===== config.mk =====
export PLATFORM = sky130hd
export DESIGN_NAME = jtframe_joyser_flat
export DESIGN_NICKNAME = d
export VERILOG_FILES = /design/src/rtl/jtframe_joyser_pkg.sv /design/src/rtl/jtframe_joyser_if.sv /design/src/rtl/jtframe_joyser.sv /design/src/flat_wrapper.sv
export SDC_FILE = /design/constraint.sdc
export NUM_CORES = 1
export LEC_CHECK = 0
export CAP_MARGIN = 15
export CORE_ASPECT_RATIO = 1.2
export CORE_MARGIN = 1
export CORE_UTILIZATION = 49
export CTS_CLUSTER_DIAMETER = 150
export CTS_CLUSTER_SIZE = 12
export DETAILED_ROUTE_END_ITERATION = 6
export GPL_TIMING_DRIVEN = 0
export PLACE_DENSITY = 0.7
export SLEW_MARGIN = 40
export SYNTH_ARGS = -nofsm -noshare
export SYNTH_HDL_FRONTEND = slang
export SYNTH_SLANG_ARGS = --single-unit

===== constraint.sdc =====
create_clock -name clk -period 7.1 [get_ports clk]
set_input_delay 1.42 -clock clk [delete_from_list [all_inputs] [get_ports clk]]
set_output_delay 1.42 -clock clk [all_outputs]
set_load 0.1 [all_outputs]

===== src/rtl/jtframe_joyser_pkg.sv =====
// Shared constants for the serial joystick reader: scan geometry, per-player
// contact offsets within the 24-bit scan, and the scan FSM encoding.
package jtframe_joyser_pkg;

    localparam int unsigned NBITS           = 24;
    localparam int unsigned BITS_PER_PLAYER = 12;

    // Contact offsets inside one player's 12-bit group
    localparam int unsigned OFS_UP    = 0;
    localparam int unsigned OFS_DOWN  = 1;
    localparam int unsigned OFS_LEFT  = 2;
    localparam int unsigned OFS_RIGHT = 3;
    localparam int unsigned OFS_B1    = 4;
    localparam int unsigned OFS_START = 10;
    localparam int unsigned OFS_COIN  = 11;

    typedef enum logic [2:0] {
        StIdle = 3'd0,
        StLoad = 3'd1,
        StLo   = 3'd2,
        StHi   = 3'd3,
        StDone = 3'd4
    } state_t;

endpackage


===== src/rtl/jtframe_joyser_if.sv =====
// Adapter-side bus of a 74165-style shift-register chain: load strobe,
// shift clock and serial data return.
interface jtframe_joyser_if;

    logic sr_load;
    logic sr_clk;
    logic sr_data;

    modport master (
        output sr_load,
        output sr_clk,
        input  sr_data
    );

    modport slave (
        input  sr_load,
        input  sr_clk,
        output sr_data
    );

endinterface


===== src/rtl/jtframe_joyser.sv =====
// Serial arcade joystick reader: scans 24 active-low contacts every PERIOD
// cycles, debounces across two equal scans and presents active-high words.
module jtframe_joyser
    import jtframe_joyser_pkg::*;
#(
    parameter int unsigned CLKDIV = 8,
    parameter int unsigned PERIOD = 48000
) (
    input  logic                clk,
    input  logic                rst,
    input  logic                enable,
    jtframe_joyser_if.master    sr,
    output logic [15:0]         board_joy1,
    output logic [15:0]         board_joy2,
    output logic [3:0]          board_coin,
    output logic [3:0]          board_start,
    output logic                scan_done
);

    localparam int unsigned PW = $clog2(PERIOD);
    localparam int unsigned TW = $clog2(CLKDIV);

    state_t             r_state;
    logic [PW-1:0]      r_period;
    logic [TW-1:0]      r_tick;
    logic [4:0]         r_bitcnt;
    logic [NBITS-1:0]   r_shreg;
    logic [NBITS-1:0]   r_prev;
    logic               r_sr_load;
    logic               r_sr_clk;
    logic               r_scan_done;
    logic [15:0]        r_joy1;
    logic [15:0]        r_joy2;
    logic [3:0]         r_coin;
    logic [3:0]         r_start;

    logic               w_wrap;
    logic               w_tick_end;
    logic [NBITS-1:0]   w_raw;

    // Reorder one player's 12 contacts into the board joystick layout
    function automatic logic [15:0] map_joy(input logic [BITS_PER_PLAYER-1:0] p);
        logic [15:0] j;
        j      = '0;
        j[3]   = p[OFS_UP];
        j[2]   = p[OFS_DOWN];
        j[1]   = p[OFS_LEFT];
        j[0]   = p[OFS_RIGHT];
        j[9:4] = p[OFS_B1 +: 6];
        return j;
    endfunction

    assign w_wrap     = (r_period == PW'(PERIOD - 1));
    assign w_tick_end = (r_tick == TW'(CLKDIV - 1));
    assign w_raw      = ~r_shreg;

    // Period counter, scan FSM, strobes and debounced outputs
    always_ff @(posedge clk or posedge rst) begin
        if (rst) begin
            r_state     <= StIdle;
            r_period    <= '0;
            r_tick      <= '0;
            r_bitcnt    <= '0;
            r_shreg     <= '0;
            r_prev      <= '0;
            r_sr_load   <= 1'b1;
            r_sr_clk    <= 1'b0;
            r_scan_done <= 1'b0;
            r_joy1      <= '0;
            r_joy2      <= '0;
            r_coin      <= '0;
            r_start     <= '0;
        end else begin
            r_period    <= w_wrap ? '0 : r_period + 1'b1;
            r_scan_done <= 1'b0;
            if (!enable) begin
                // Abandon any partial scan; the period counter keeps running
                r_state   <= StIdle;
                r_tick    <= '0;
                r_bitcnt  <= '0;
                r_sr_load <= 1'b1;
                r_sr_clk  <= 1'b0;
                r_prev    <= '0;
                r_joy1    <= '0;
                r_joy2    <= '0;
                r_coin    <= '0;
                r_start   <= '0;
            end else begin
                case (r_state)
                    StIdle: begin
                        r_tick <= '0;
                        if (w_wrap) begin
                            r_state   <= StLoad;
                            r_sr_load <= 1'b0;
                        end
                    end
                    StLoad: begin
                        if (w_tick_end) begin
                            r_state   <= StLo;
                            r_tick    <= '0;
                            r_bitcnt  <= '0;
                            r_sr_load <= 1'b1;
                        end else begin
                            r_tick <= r_tick + 1'b1;
                        end
                    end
                    StLo: begin
                        if (w_tick_end) begin
                            r_shreg[r_bitcnt] <= sr.sr_data;
                            r_tick            <= '0;
                            if (r_bitcnt == 5'(NBITS - 1)) begin
                                r_state <= StDone;
                            end else begin
                                r_state  <= StHi;
                                r_sr_clk <= 1'b1;
                            end
                        end else begin
                            r_tick <= r_tick + 1'b1;
                        end
                    end
                    StHi: begin
                        if (w_tick_end) begin
                            r_state  <= StLo;
                            r_tick   <= '0;
                            r_sr_clk <= 1'b0;
                            r_bitcnt <= r_bitcnt + 1'b1;
                        end else begin
                            r_tick <= r_tick + 1'b1;
                        end
                    end
                    StDone: begin
                        // Only accept a scan that matches the previous one
                        if (w_raw == r_prev) begin
                            r_joy1  <= map_joy(w_raw[BITS_PER_PLAYER-1:0]);
                            r_joy2  <= map_joy(w_raw[NBITS-1:BITS_PER_PLAYER]);
                            r_coin  <= {2'b00,
                                        w_raw[BITS_PER_PLAYER + OFS_COIN],
                                        w_raw[OFS_COIN]};
                            r_start <= {2'b00,
                                        w_raw[BITS_PER_PLAYER + OFS_START],
                                        w_raw[OFS_START]};
                        end
                        r_prev      <= w_raw;
                        r_scan_done <= 1'b1;
                        r_tick      <= '0;
                        r_state     <= StIdle;
                    end
                    default: begin
                        r_state <= StIdle;
                        r_tick  <= '0;
                    end
                endcase
            end
        end
    end

    assign sr.sr_load  = r_sr_load;
    assign sr.sr_clk   = r_sr_clk;
    assign scan_done   = r_scan_done;
    assign board_joy1  = r_joy1;
    assign board_joy2  = r_joy2;
    assign board_coin  = r_coin;
    assign board_start = r_start;

endmodule


===== src/flat_wrapper.sv =====
// flat-port wrapper written by rule: the top's interface ports become plain ports
module jtframe_joyser_flat import jtframe_joyser_pkg::*;
#(
    parameter int unsigned CLKDIV = 8,
    parameter int unsigned PERIOD = 48000
)
  (clk, rst, enable, board_joy1, board_joy2, board_coin, board_start, scan_done, sr_sr_load, sr_sr_clk, sr_sr_data);
  jtframe_joyser_if sr_i ();
  input  logic clk;
  input  logic rst;
  input  logic enable;
  output logic [15:0] board_joy1;
  output logic [15:0] board_joy2;
  output logic [3:0] board_coin;
  output logic [3:0] board_start;
  output logic scan_done;
  output wire logic [$bits(sr_i.sr_load)-1:0] sr_sr_load;
  output wire logic [$bits(sr_i.sr_clk)-1:0] sr_sr_clk;
  input wire logic [$bits(sr_i.sr_data)-1:0] sr_sr_data;
  assign sr_sr_load = sr_i.sr_load;
  assign sr_sr_clk = sr_i.sr_clk;
  assign sr_i.sr_data = sr_sr_data;
  jtframe_joyser #(.CLKDIV(CLKDIV), .PERIOD(PERIOD)) u_core (.clk(clk), .rst(rst), .enable(enable), .sr(sr_i), .board_joy1(board_joy1), .board_joy2(board_joy2), .board_coin(board_coin), .board_start(board_start), .scan_done(scan_done));
endmodule

======== Word-level counts from Yosys, hierarchy flattened ========
Index checks and enable logic that the tools add are counted.
word-level totals
  bits of input ports ..................... 4
  register bits ........................... 118
  output and inout bits ................... 43
cells by class
  reductions and logical operators ........ 10
  $add $sub $neg .......................... 3
  bitwise gates (word level) .............. 1
  magnitude comparators ................... 2
  multiplexer cells ....................... 42
  eq/ne operators ......................... 19
operators by type and width
  kind                                                   count
  two-way mux 16 bit                                     7
  two-way mux 24 bit                                     2
  bitwise mux 24 bit                                     1
  == test 24 bit                                         1
  two-way mux 3 bit                                      8
  two-way mux 4 bit                                      6
  NOT 24 bit                                             1
  adder 16 x 1 -> 16 bit, second input constant          1
  == test 16 bit, second input constant                  1
  two-way mux 5 bit                                      3
  inequality test 3 x 2 -> 1 bit, second input constant  5
  AND reduction 3 bit                                    4
  two-way mux 1 bit                                      10
  one-hot mux 5 bit (2 select lines)                     1
  inequality test 3 x 1 -> 1 bit, second input constant  3
  one-hot mux 3 bit (3 select lines)                     1
  == test 3 x 2 -> 1 bit, second input constant          2
  == test 3 bit, second input constant                   2
  < comparator 5 x 6 -> 1 bit, second input constant     1
  adder 5 x 1 -> 5 bit, second input constant            1
  demux 1 bit (select 5 bit)                             1
  == test 5 bit, second input constant                   1
  >= comparator 5 x 1 -> 1 bit, second input constant    1
  inequality test 2 x 1 -> 1 bit, second input constant  2
  other kinds (10)                                       11

======== Depth between registers and ports, before layout ========
  depth in word-level cells ............... 5
  gate-level depth with buffers ........... 8
  depth with buffers taken out ............ 7

======== Worst setup path after synthesis ========
OpenSTA, ideal clock, no wires.
  kind .................................... input-to-reg
  start point ............................. input enable
  end point ............................... register u_core.r_shreg[10]
  setup slack ............................. 4.535 ns
  required time ........................... 6.975 ns
  arrival time ............................ 2.440 ns
  stages .................................. 5
  cell sequence ........................... nand2b_1 > nor3_1 > nand2_1 > nor2_1 > mux2_2
between the ends
  longest elaborated chain between the ends .. 1
RTL lines
  what                                  line                   text
  start, declared                       flat_wrapper.sv:11     input logic enable;
  AND reduction 3 bit (no source line)  n/a
  end signal, assigned by index         jtframe_joyser.sv:109  r_shreg[r_bitcnt] <= sr.sr_data;
  end, declared                         jtframe_joyser.sv:27   logic [NBITS-1:0] r_shreg;
Every way passes these cells.
A chain may end at the register's enable or synchronous reset.

======== Worst setup path in the final report ========
Same ends and word-level chain as after synthesis.

==> impl_results.md <==
* Run status: finished clean
* Register area share after synthesis at 52.2%
* Final core occ at about three fifths
* I/O Pins at between 40 and 50
* Reg2reg end: u_core.board_start[1]$_DFFE_PP0P_
* DRT iter0 DRCs at 200
* DR vias at around 3500
* Synth cell types at 44
* WL final at approximately 10000 um
* PortBufs at 30
* Most frequent cell after synthesis: dfrtp_1
* Slew HR at between 50 and 60%
* Area delta synth->final at 14.9%
* Asr flop ratio synth at 100%
* Final period util at between 40% and 50%
* Hold_sp: u_core.r_tick[0]$_DFF_PP0_
* Yosys warnings at 0
* Clk root buf: clkbuf_16
* Initial Utilization at between 50% and 60%
* Reg2reg path depth at 6
* Pins Over Slew Limit at 0
* CP Capture Type: flip-flop
* Die width at 93.2 um
* Cts-stage hold buffer count at 0
* Gr ovfl total at 0
* DR vias/cell at 5.34
* Final setup fails at 0
* Synth area leaders: dfrtp_1, nor2_1, mux2_2, xnor2_1, a21oi_1
* Vias in the first global route at approximately 3500
* Pwr Density at about 210 nW/um2
* Syn Area/Cell at roughly 10 um2
* Crit path max fanout at 6
* RSZ-0062 raised after global routing: false
* Fin nets at around 540
* Crit path largest cell delay at between 0.5 and 0.6 ns
* Internal at 0.000910 W
* Hold EP: u_core.r_tick[0]$_DFF_PP0_
* GRT Util Overall at ~22%
* Longest Clk Path Bufs at 2
* Layout cells sized above 1 at 20.5%
* Max cap viols at 0
* Die height at roughly 110 um
* Post-synth EDFFs at 0
* H-tree levels at 3
* Post-CTS Resized at 0
* Leak at about 2.6 nW
* Initial antenna violation count at 0
* Clock network power share at about 44%
* DR pass1 iterations at 4
* Final min period at between 3 and 4 ns
* Synth Area in Compound Gates at 12.1%
* CTS tree: built
* Yosys top cell by area: dfrtp_1
* Worst-path cell chain: clkdlybuf4s50_1, nand2b_1, nor3_1, nand2_1, nor2_1, mux2_2
* Tot Pwr at 0.00117 W
* Post-placement cell count at approximately 640
* Post-DP HPWL at slightly above 7000 um
* Largest family of logic cells by synthesized area: simple AND/OR/NAND/NOR gates
* WL/cell at between 15 and 20 um
* CP required at roughly 7.3 ns
* Layout Skew at 0.00684 ns
* CTS Sinks at a little over 100
* Die ar. at slightly above 10000 um2
* Largest net degree at the start of global routing at 84
* Main synth FF type: dfrtp_1
* Synthesized instance count at approximately 470
* Core area at 9610 um2
* Post-CTS Setup Inserts at 0
* CTS Buf Count at 9
* Fmax at approximately 310 MHz
* Sum Neg Setup Slack at 0 ns
* Synth Area in Adders at 1.79%
* Reg2Reg Setup Slack at 4.82 ns
* CP Data Arrival Time at roughly 3.4 ns
* Final setup margin at about 4 ns
* Flop pwr share at around half
* Max VDD drop at 0.106 mV
* Synth Register Bits at ~100
* Post-Synth Simple-Gate Area at ~16%
* Type of origin of the critical path: input port
* Rows at 39
* Worst hold path type: flip-flop to flip-flop
* Clock transition at path regs at about 0.060 ns
* DRC at 0
* Mux contribution to synthesized area at 5.52%
* GP Congestion at slightly below 0.9
* Ant diodes at 0
* Gate power share at 5.9%
* Post-Synth XOR/XNOR Area at under 10%
* Pre-CTS WS at 3.59 ns
* Critical path start-end classification: input port to flip-flop
* Final hold vios at 0
* Worst slew pin tran at ~0.73 ns
* Switching power total at 0.000262 W
* Non-filler instance count after layout at about 660
* Antenna viol nets, final at 0
* Mapped Area at between 4000 and 5000 um2
* Sw Ratio at between 20 and 25%
* Worst path slowest cell: clkdlybuf4s50_1
* Top cells by count, synth: dfrtp_1, nor2_1, a21oi_1, xnor2_1, mux2_2
* Clock Latency Late Sink at 0.34 ns
* Synth top area share at 51.7%
* Global-route wire length before repair at about 18000 um
* Hold Path Depth at 1
* R2R Path Start: u_core.r_shreg[17]$_DFFE_PP0P_
[state kept, by name (all words and copies together), names as in the netlist, 3 cells and up]
signal / cells
u_core.board_joy1: 10
u_core.r_tick: 3
u_core.board_joy2: 10
u_core.r_bitcnt: 5
u_core.r_state: 3
u_core.r_period: 16
u_core.r_shreg: 24
u_core.r_prev: 24
[logic make-up after synthesis]
family / Yosys count
flip-flops: 102
buffers and inverters: 51
AND/OR/NAND/NOR: 163
multiplexers: 24
other: 1
AO/OA/AOI/OAI: 89
XOR/XNOR: 37
adder cells (fa/ha/maj): 7
[worst max-delay path: cells and delay by family]
family	cells	cell delay, ns
mux	1	0.35
simple gates	4	1.10
buf+inv	1	0.56
[through the flow]
step | cell area [um2] | hold slack, ns
CTS | 5620 | 0.447
global placement | 5400 | 0.430
floorplan | 4950 | 0.418
finish | 5620 | 0.444
detailed placement | 5300 | 0.440
global route | 5620 | 0.458
[per-layer routing]
metal,vias to the layer above,wire length (um),global-route usage [%]
met5,-,0,0
met4,0,112,7.18
met3,7,440,4.51
met2,80,5040,34.8
met1,1716,4600,30.7
li1,1717,-,-
[placed cells by master (no fill, tap or decap), types with 3 or more instances in the layout]
master           count
a311oi_2             6
a311oi_1             8
nand4_1              4
inv_1                7
and2_1               3
a211oi_1            11
dfrtp_1            101
o21ai_0             14
clkbuf_1            21
nor2b_1              3
ha_1                 7
or3_1               14
nand2_1             19
nand3_1             11
conb_1              16
clkbuf_16            9
nor2_1              82
clkdlybuf4s50_1      3
xor2_1               9
nor3_1               4
nor4_1               7
mux2_2              24
xnor2_1             28
a21oi_1             41
a21oi_2              6
buf_4               16
buf_2               31
[layout make-up]
class | instances | area [um2]
Clock buffer | 12 | 246
Fill cell | 836 | 3990
Multi-Input combinational cell | 336 | 2110
Buffer | 42 | 249
Tap cell | 123 | 154
Timing Repair Buffer | 31 | 193
Inverter | 9 | 41.3
Clock inverter | 4 | 70.1
Sequential cell | 102 | 2550
[worst max path at each step]
stage,slack [ns],to,cells after the start,from
2_1_floorplan,3.01,u_core.board_coin[0]$_DFFE_PP0P_,1,rst
3_3_place_gp,1.55,u_core.r_prev[13]$_DFFE_PP0P_,2,rst
3_5_place_dp,3.59,u_core.r_shreg[10]$_DFFE_PP0P_,6,enable
4_1_cts,3.94,u_core.r_shreg[10]$_DFFE_PP0P_,6,enable
5_1_grt,3.70,u_core.r_shreg[10]$_DFFE_PP0P_,6,enable
6_report,3.90,u_core.r_shreg[10]$_DFFE_PP0P_,6,enable
[power groups by stage]
stage                     clock, W  sequential [W]  combinational [W]
after floorplan                  0        0.000593          0.0000586
final                     0.000521        0.000582          0.0000692
after CTS                 0.000533        0.000582          0.0000702
after global placement           0        0.000593          0.0000673
after global routing      0.000559        0.000581          0.0000739
after detailed placement         0        0.000593          0.0000701
(Power assumes the default switching activity.)
